**config.mk**
```make
export PLATFORM = sky130hd
export DESIGN_NAME = shared_ram_arbiter
export DESIGN_NICKNAME = d
export VERILOG_FILES = /design/src/rtl/shram_pkg.sv /design/src/rtl/shram_port.sv /design/src/rtl/shared_ram_arbiter.sv
export SDC_FILE = /design/constraint.sdc
export NUM_CORES = 1
export LEC_CHECK = 0
export CAP_MARGIN = 40
export CORE_MARGIN = 1.5
export CORE_UTILIZATION = 42
export CTS_CLUSTER_DIAMETER = 100
export DETAILED_ROUTE_END_ITERATION = 12
export PLACE_DENSITY = 0.83
export SETUP_SLACK_MARGIN = 0.15
export SYNTH_ARGS = -nofsm -noshare
export SYNTH_HDL_FRONTEND = slang
export SYNTH_HIERARCHICAL = 1
export SYNTH_SLANG_ARGS = --single-unit
```
**constraint.sdc**
```tcl
create_clock -name clk -period 3.69 [get_ports clk]
set_input_delay 0.738 -clock clk [delete_from_list [all_inputs] [get_ports clk]]
set_output_delay 0.738 -clock clk [all_outputs]
set_load 0.02 [all_outputs]
```
**src/rtl/shram_pkg.sv**
```systemverilog
// Shared definitions for the main/sub Z80 shared work-RAM arbiter.
// Contents:
//   state_t        - arbiter FSM states (IDLE, ACC, FIN)
//   P0 / P1        - port indices used for the owner and last_grant registers
//   DEF_AW/DEF_DW  - default RAM address and data widths (2 KiB x 8)
package shram_pkg;

    localparam int DEF_AW = 11;
    localparam int DEF_DW = 8;

    localparam logic P0 = 1'b0;
    localparam logic P1 = 1'b1;

    typedef enum logic [1:0] {
        IDLE = 2'd0,
        ACC  = 2'd1,
        FIN  = 2'd2
    } state_t;

endpackage

```
**src/rtl/shram_port.sv**
```systemverilog
// Per-CPU side of the shared RAM arbiter.
// Tracks whether the current CPU bus cycle has already been given its RAM
// access, produces the pending flag for the arbiter and the WAIT request for
// the CPU, and holds the registered read data returned to the CPU.
// Ports:
//   clk, reset_in  - system clock, synchronous active-high reset
//   req            - decoded shared-RAM request (sel & (rd | wr))
//   done           - this port's access is in its final cycle
//   rdata_load     - capture rdata into din this cycle (read accesses)
//   rdata          - RAM read data
//   pend           - request present and not yet served
//   pause          - stall to the CPU WAIT input
//   din            - registered read data to the CPU
module shram_port
    import shram_pkg::*;
#(
    parameter int DW = DEF_DW
) (
    input  logic          clk,
    input  logic          reset_in,
    input  logic          req,
    input  logic          done,
    input  logic          rdata_load,
    input  logic [DW-1:0] rdata,
    output logic          pend,
    output logic          pause,
    output logic [DW-1:0] din
);

    logic served;

    // A held strobe must not trigger a second access: served latches on
    // completion and only clears once the CPU releases its strobe.
    always_ff @(posedge clk) begin
        if (reset_in) begin
            served <= 1'b0;
            din    <= '0;
        end else begin
            served <= req & (served | done);
            if (rdata_load) begin
                din <= rdata;
            end
        end
    end

    assign pend  = req & ~served;
    assign pause = pend & ~reset_in;

endmodule

```
**src/rtl/shared_ram_arbiter.sv**
```systemverilog
// Round-robin arbiter letting the main and sub Z80 share one single-port
// synchronous RAM. Each granted access takes two cycles: ACC presents the
// address (and write pulse), FIN captures read data and releases the CPU.
// A CPU is held on WAIT while its request is pending.
// Ports:
//   clk, reset_in             - system clock, synchronous active-high reset
//   cpuN_sel/rd/wr            - shared-RAM decode hit and memory strobes
//   cpuN_adr, cpuN_dout       - CPU address and write data
//   cpuN_din, cpuN_pause      - registered read data and WAIT request
//   ram_adr/ram_we/ram_wdata  - RAM address, one-cycle write pulse, write data
//   ram_rdata                 - RAM read data, one cycle after ram_adr
module shared_ram_arbiter
    import shram_pkg::*;
#(
    parameter int AW = DEF_AW,
    parameter int DW = DEF_DW
) (
    input  logic          clk,
    input  logic          reset_in,
    input  logic          cpu0_sel,
    input  logic          cpu1_sel,
    input  logic          cpu0_rd,
    input  logic          cpu1_rd,
    input  logic          cpu0_wr,
    input  logic          cpu1_wr,
    input  logic [AW-1:0] cpu0_adr,
    input  logic [AW-1:0] cpu1_adr,
    input  logic [DW-1:0] cpu0_dout,
    input  logic [DW-1:0] cpu1_dout,
    output logic [DW-1:0] cpu0_din,
    output logic [DW-1:0] cpu1_din,
    output logic          cpu0_pause,
    output logic          cpu1_pause,
    output logic [AW-1:0] ram_adr,
    output logic          ram_we,
    output logic [DW-1:0] ram_wdata,
    input  logic [DW-1:0] ram_rdata
);

    state_t state;
    logic   owner;
    logic   last_grant;
    logic   acc_wr;

    logic   req0, req1;
    logic   pend0, pend1;
    logic   done0, done1;
    logic   load0, load1;

    logic          grant_valid;
    logic          grant_port;
    logic [AW-1:0] grant_adr;
    logic [DW-1:0] grant_wdata;
    logic          grant_wr;

    assign req0 = cpu0_sel & (cpu0_rd | cpu0_wr);
    assign req1 = cpu1_sel & (cpu1_rd | cpu1_wr);

    assign done0 = (state == FIN) && (owner == P0);
    assign done1 = (state == FIN) && (owner == P1);
    assign load0 = done0 && !acc_wr;
    assign load1 = done1 && !acc_wr;

    shram_port #(.DW(DW)) u_port0 (
        .clk        (clk),
        .reset_in   (reset_in),
        .req        (req0),
        .done       (done0),
        .rdata_load (load0),
        .rdata      (ram_rdata),
        .pend       (pend0),
        .pause      (cpu0_pause),
        .din        (cpu0_din)
    );

    shram_port #(.DW(DW)) u_port1 (
        .clk        (clk),
        .reset_in   (reset_in),
        .req        (req1),
        .done       (done1),
        .rdata_load (load1),
        .rdata      (ram_rdata),
        .pend       (pend1),
        .pause      (cpu1_pause),
        .din        (cpu1_din)
    );

    // Grant decision. From IDLE a tie goes to the port that was not served
    // last; from FIN only the other port may be chained, which gives strict
    // alternation under continuous contention.
    always_comb begin
        grant_valid = 1'b0;
        grant_port  = P0;
        case (state)
            IDLE: begin
                grant_valid = pend0 | pend1;
                grant_port  = (pend0 & pend1) ? ~last_grant : pend1;
            end
            FIN: begin
                grant_valid = (owner == P0) ? pend1 : pend0;
                grant_port  = ~owner;
            end
            default: begin
                grant_valid = 1'b0;
                grant_port  = P0;
            end
        endcase
    end

    assign grant_adr   = (grant_port == P1) ? cpu1_adr  : cpu0_adr;
    assign grant_wdata = (grant_port == P1) ? cpu1_dout : cpu0_dout;
    assign grant_wr    = (grant_port == P1) ? cpu1_wr   : cpu0_wr;

    // RAM-side outputs are loaded on the grant edge so they are already
    // valid during ACC; ram_adr holds afterwards and ram_we is a single
    // pulse. Reset drops everything back to IDLE, aborting an access.
    always_ff @(posedge clk) begin
        if (reset_in) begin
            state      <= IDLE;
            owner      <= P0;
            last_grant <= P1;
            acc_wr     <= 1'b0;
            ram_adr    <= '0;
            ram_we     <= 1'b0;
            ram_wdata  <= '0;
        end else begin
            ram_we <= 1'b0;
            case (state)
                IDLE: begin
                    state <= IDLE;
                end
                ACC: begin
                    state <= FIN;
                end
                FIN: begin
                    last_grant <= owner;
                    state      <= IDLE;
                end
                default: begin
                    state <= IDLE;
                end
            endcase
            if (grant_valid) begin
                state     <= ACC;
                owner     <= grant_port;
                acc_wr    <= grant_wr;
                ram_adr   <= grant_adr;
                ram_wdata <= grant_wdata;
                ram_we    <= grant_wr;
            end
        end
    end

endmodule

```
==> results.toml <==
[worst_hold_path]
whs_endpoint = "ram_adr[2]$_SDFFE_PP0P_"
hold_depth = 1
worstHoldStart = "ram_adr[2]$_SDFFE_PP0P_"
hold_class = "reg2reg"

[sta]
skew_ps = 6.912
post-route-min-period_ps = 2885
timing.fmax_ghz = 0.3466
rsz0062_at_grt = "false"
hold_viol_final = 0
holdWs_ps = 463.7
min_period_over_period_pct = 78.18
report.final.slew_viol_count = 0
slew_headroom_pct = 52.29
setup_tns_ps = 0
worstMarginPinSlew_ps = 715.7
setup_viol_count_final = 0

[setup_path]
crit_type = "in2out"
startpoint_type = "input port"
rr_startpoint = "u_port1/served$_SDFF_PP0_"
cp-end-kind = "output pin"
crit_arrival_ps = 2150
critPathMaxFanout = 2
rr_worst_depth = 5
required_ps = 2950
r2r-end = "owner$_SDFFE_PP0P_"
reg2reg_slack_ps = 1790

[clocking]
cts_hold_buf = 0
cts_tree = "built"
numCtsBuffers = 5
cts.htree.levels = 2
cts_resized = 0
clkSinkCount = 43
clk_pin_slew_worst_paths_ps = 70
post_cts_buffers = 0
clk_latency_ps = 290
root_buffer = "clkbuf_8"
clockBufferDepth = 2

[placed_design]
io_buffers = 91
placed_area_mm2 = 0.002655
hpwlAfterDp_um = 2927
gp_congestion = 0.8196

[grt]
grt_usage_pct = 17.04
grt_max_degree = 24
grt_overflow_total = 0
grt_pass1_vias = 1373
grt_pass1_wl_um = 5844
antenna_found_initial = 0

[floorplanning]
die-width_um = 68.20
initial_core_util_pct = 44.00
fp.dieH_um = 68.20
rows = 23
core_mm2 = 0.004058
fp.dieArea_mm2 = 0.004651
pin_count = 92

[drt]
antenna_left = 0
m1WireLength_um = 1657
routed.top_layer = "met4"
drt_wl_total_um = 3901
wl_met3_um = 522
viasPerCell = 4.940
routed-via-count = 1477
firstDrtPassIters = 4
route.met2.wl_um = 1682
wl_per_cell_um = 13.05
initialDrtViolationCount = 41
drc = 0

[final_layout]
diodes = 0
nets = 303
final_cell_area_mm2 = 0.002743
drive_above_1_share_pct = 6.024
area_growth_pct = 53.61

[yosys]
syn_inst = 159
synth_warnings = 6
yosys.area.top_type = "dfxtp_1"
synthTopCellsByCount = "dfxtp_1 (43), mux2i_1 (36), nor2_1 (25)"
syn_nets = 213
synthTopCellsByArea = "dfxtp_1 (48%), mux2i_1 (20%), o2bb2ai_1 (10%), nor2_1 (5.3%), buf_6 (4.4%)"
synth-edff-count = 0
ys_seq_area_share_pct = 48.21
synth_seq_cells = 43
netlist_area_mm2 = 0.001785
synth_top_cell_area_share_pct = 48.21
synth_area_per_cell_um2 = 11.23
synth.most_common_cell = "dfxtp_1"
synthArstFlopShare_pct = 0
synth_flop_cell = "dfxtp_1"
yosysUniqueCellTypes = 22

[power_and_ir_drop]
power_density_mw_per_mm2 = 382.5
peakVddDrop_mv = 0.2385
leakagePower_nw = 1.005

[status]
status = "complete, no violations"

[job]
maxCapViolations = 0
## cells in the final DEF (no fill, tap or decap), types with 2 or more instances in the layout
| cell | n |
|---|---|
| clkdlybuf4s50_1 | 91 |
| dfxtp_1 | 43 |
| mux2i_1 | 36 |
| nor2_1 | 25 |
| o2bb2ai_1 | 21 |
| clkbuf_8 | 6 |
| inv_1 | 3 |
| buf_4 | 3 |
| nor3_1 | 2 |
| o21a_1 | 2 |
| nand2_1 | 2 |
| a21oi_1 | 2 |
| nor3b_1 | 2 |
| nor2b_1 | 2 |
| nand2b_4 | 2 |
## cell type report
| class | count | area (um2) |
|---|---|---|
| tap | 50 | 62.56 |
| multi-input combinational | 102 | 787.0 |
| clock inverter | 1 | 5.005 |
| timing repair buffer | 94 | 933.4 |
| clock buffer | 6 | 82.58 |
| sequential | 43 | 860.8 |
| fill | 340 | 1315 |
| inverter | 3 | 11.26 |
## critical path, cell delays in order
cell and delay [ps]:
clkdlybuf4s50_1 470, o21a_1 190, nand2b_4 60, nor2_1 80, clkdlybuf4s50_1 600
## layer usage
metal / up-vias / global-route usage (%)
met2: 69 / 28.76
li1: 740 / -
met4: 0 / 6.750
met1: 663 / 17.82
met3: 5 / 8.882
met5: - / 0
## sequential cells by signal (all words and copies together), names as in the netlist
signal          count
acc_wr              1
ram_wdata           8
last_grant          1
u_port0/served      1
ram_we              1
u_port1/din         8
u_port1/served      1
state               2
owner               1
ram_adr            11
u_port0/din         8
## worst max-delay path by stage
stage                     slack, ps  cells after the start     from                      end
final                           810                      5  cpu1_wr               cpu1_pause
after global routing            720                      5  cpu1_wr               cpu1_pause
after CTS                       790                      5  cpu1_wr               cpu1_pause
after detailed placement        680                      7  cpu1_wr       owner$_SDFFE_PP0P_
after global placement          770                      7  cpu1_wr       owner$_SDFFE_PP0P_
after floorplan                1590                      7  cpu1_wr  ram_adr[0]$_SDFFE_PP0P_
## cell families (layout without fill, tap and decap cells)
kind of cell / count (synthesis) / in the layout / synth area share (%)
AO/OA/AOI/OAI: 27 / 27 / 12.68
buffers and inverters: 14 / 104 / 7.708
flip-flops: 43 / 43 / 48.21
multiplexers: 37 / 37 / 20.81
AND/OR/NAND/NOR: 38 / 38 / 10.58
## through the flow
step | utilization (%) | instances | total power, mW | setup slack (ps)
after floorplan | - | 159 | 0.6579 | 1594
final | 67.59 | 299 | 1.049 | 805.2
after CTS | 67.59 | 299 | 1.068 | 791.1
after detailed placement | 65.43 | 292 | 0.7710 | 675.1
after global routing | 67.59 | 299 | 1.111 | 722.7
after global placement | 65.43 | 292 | 0.7683 | 766.6
## report_power, final
group	total, mW	leakage, nW	switching (mW)	internal [mW]
Clock	0.291	0.0470	0.144	0.147
Sequential	0.513	0.351	0.0174	0.495
Combinational	0.245	0.607	0.107	0.138
(Power assumes the default switching activity.)
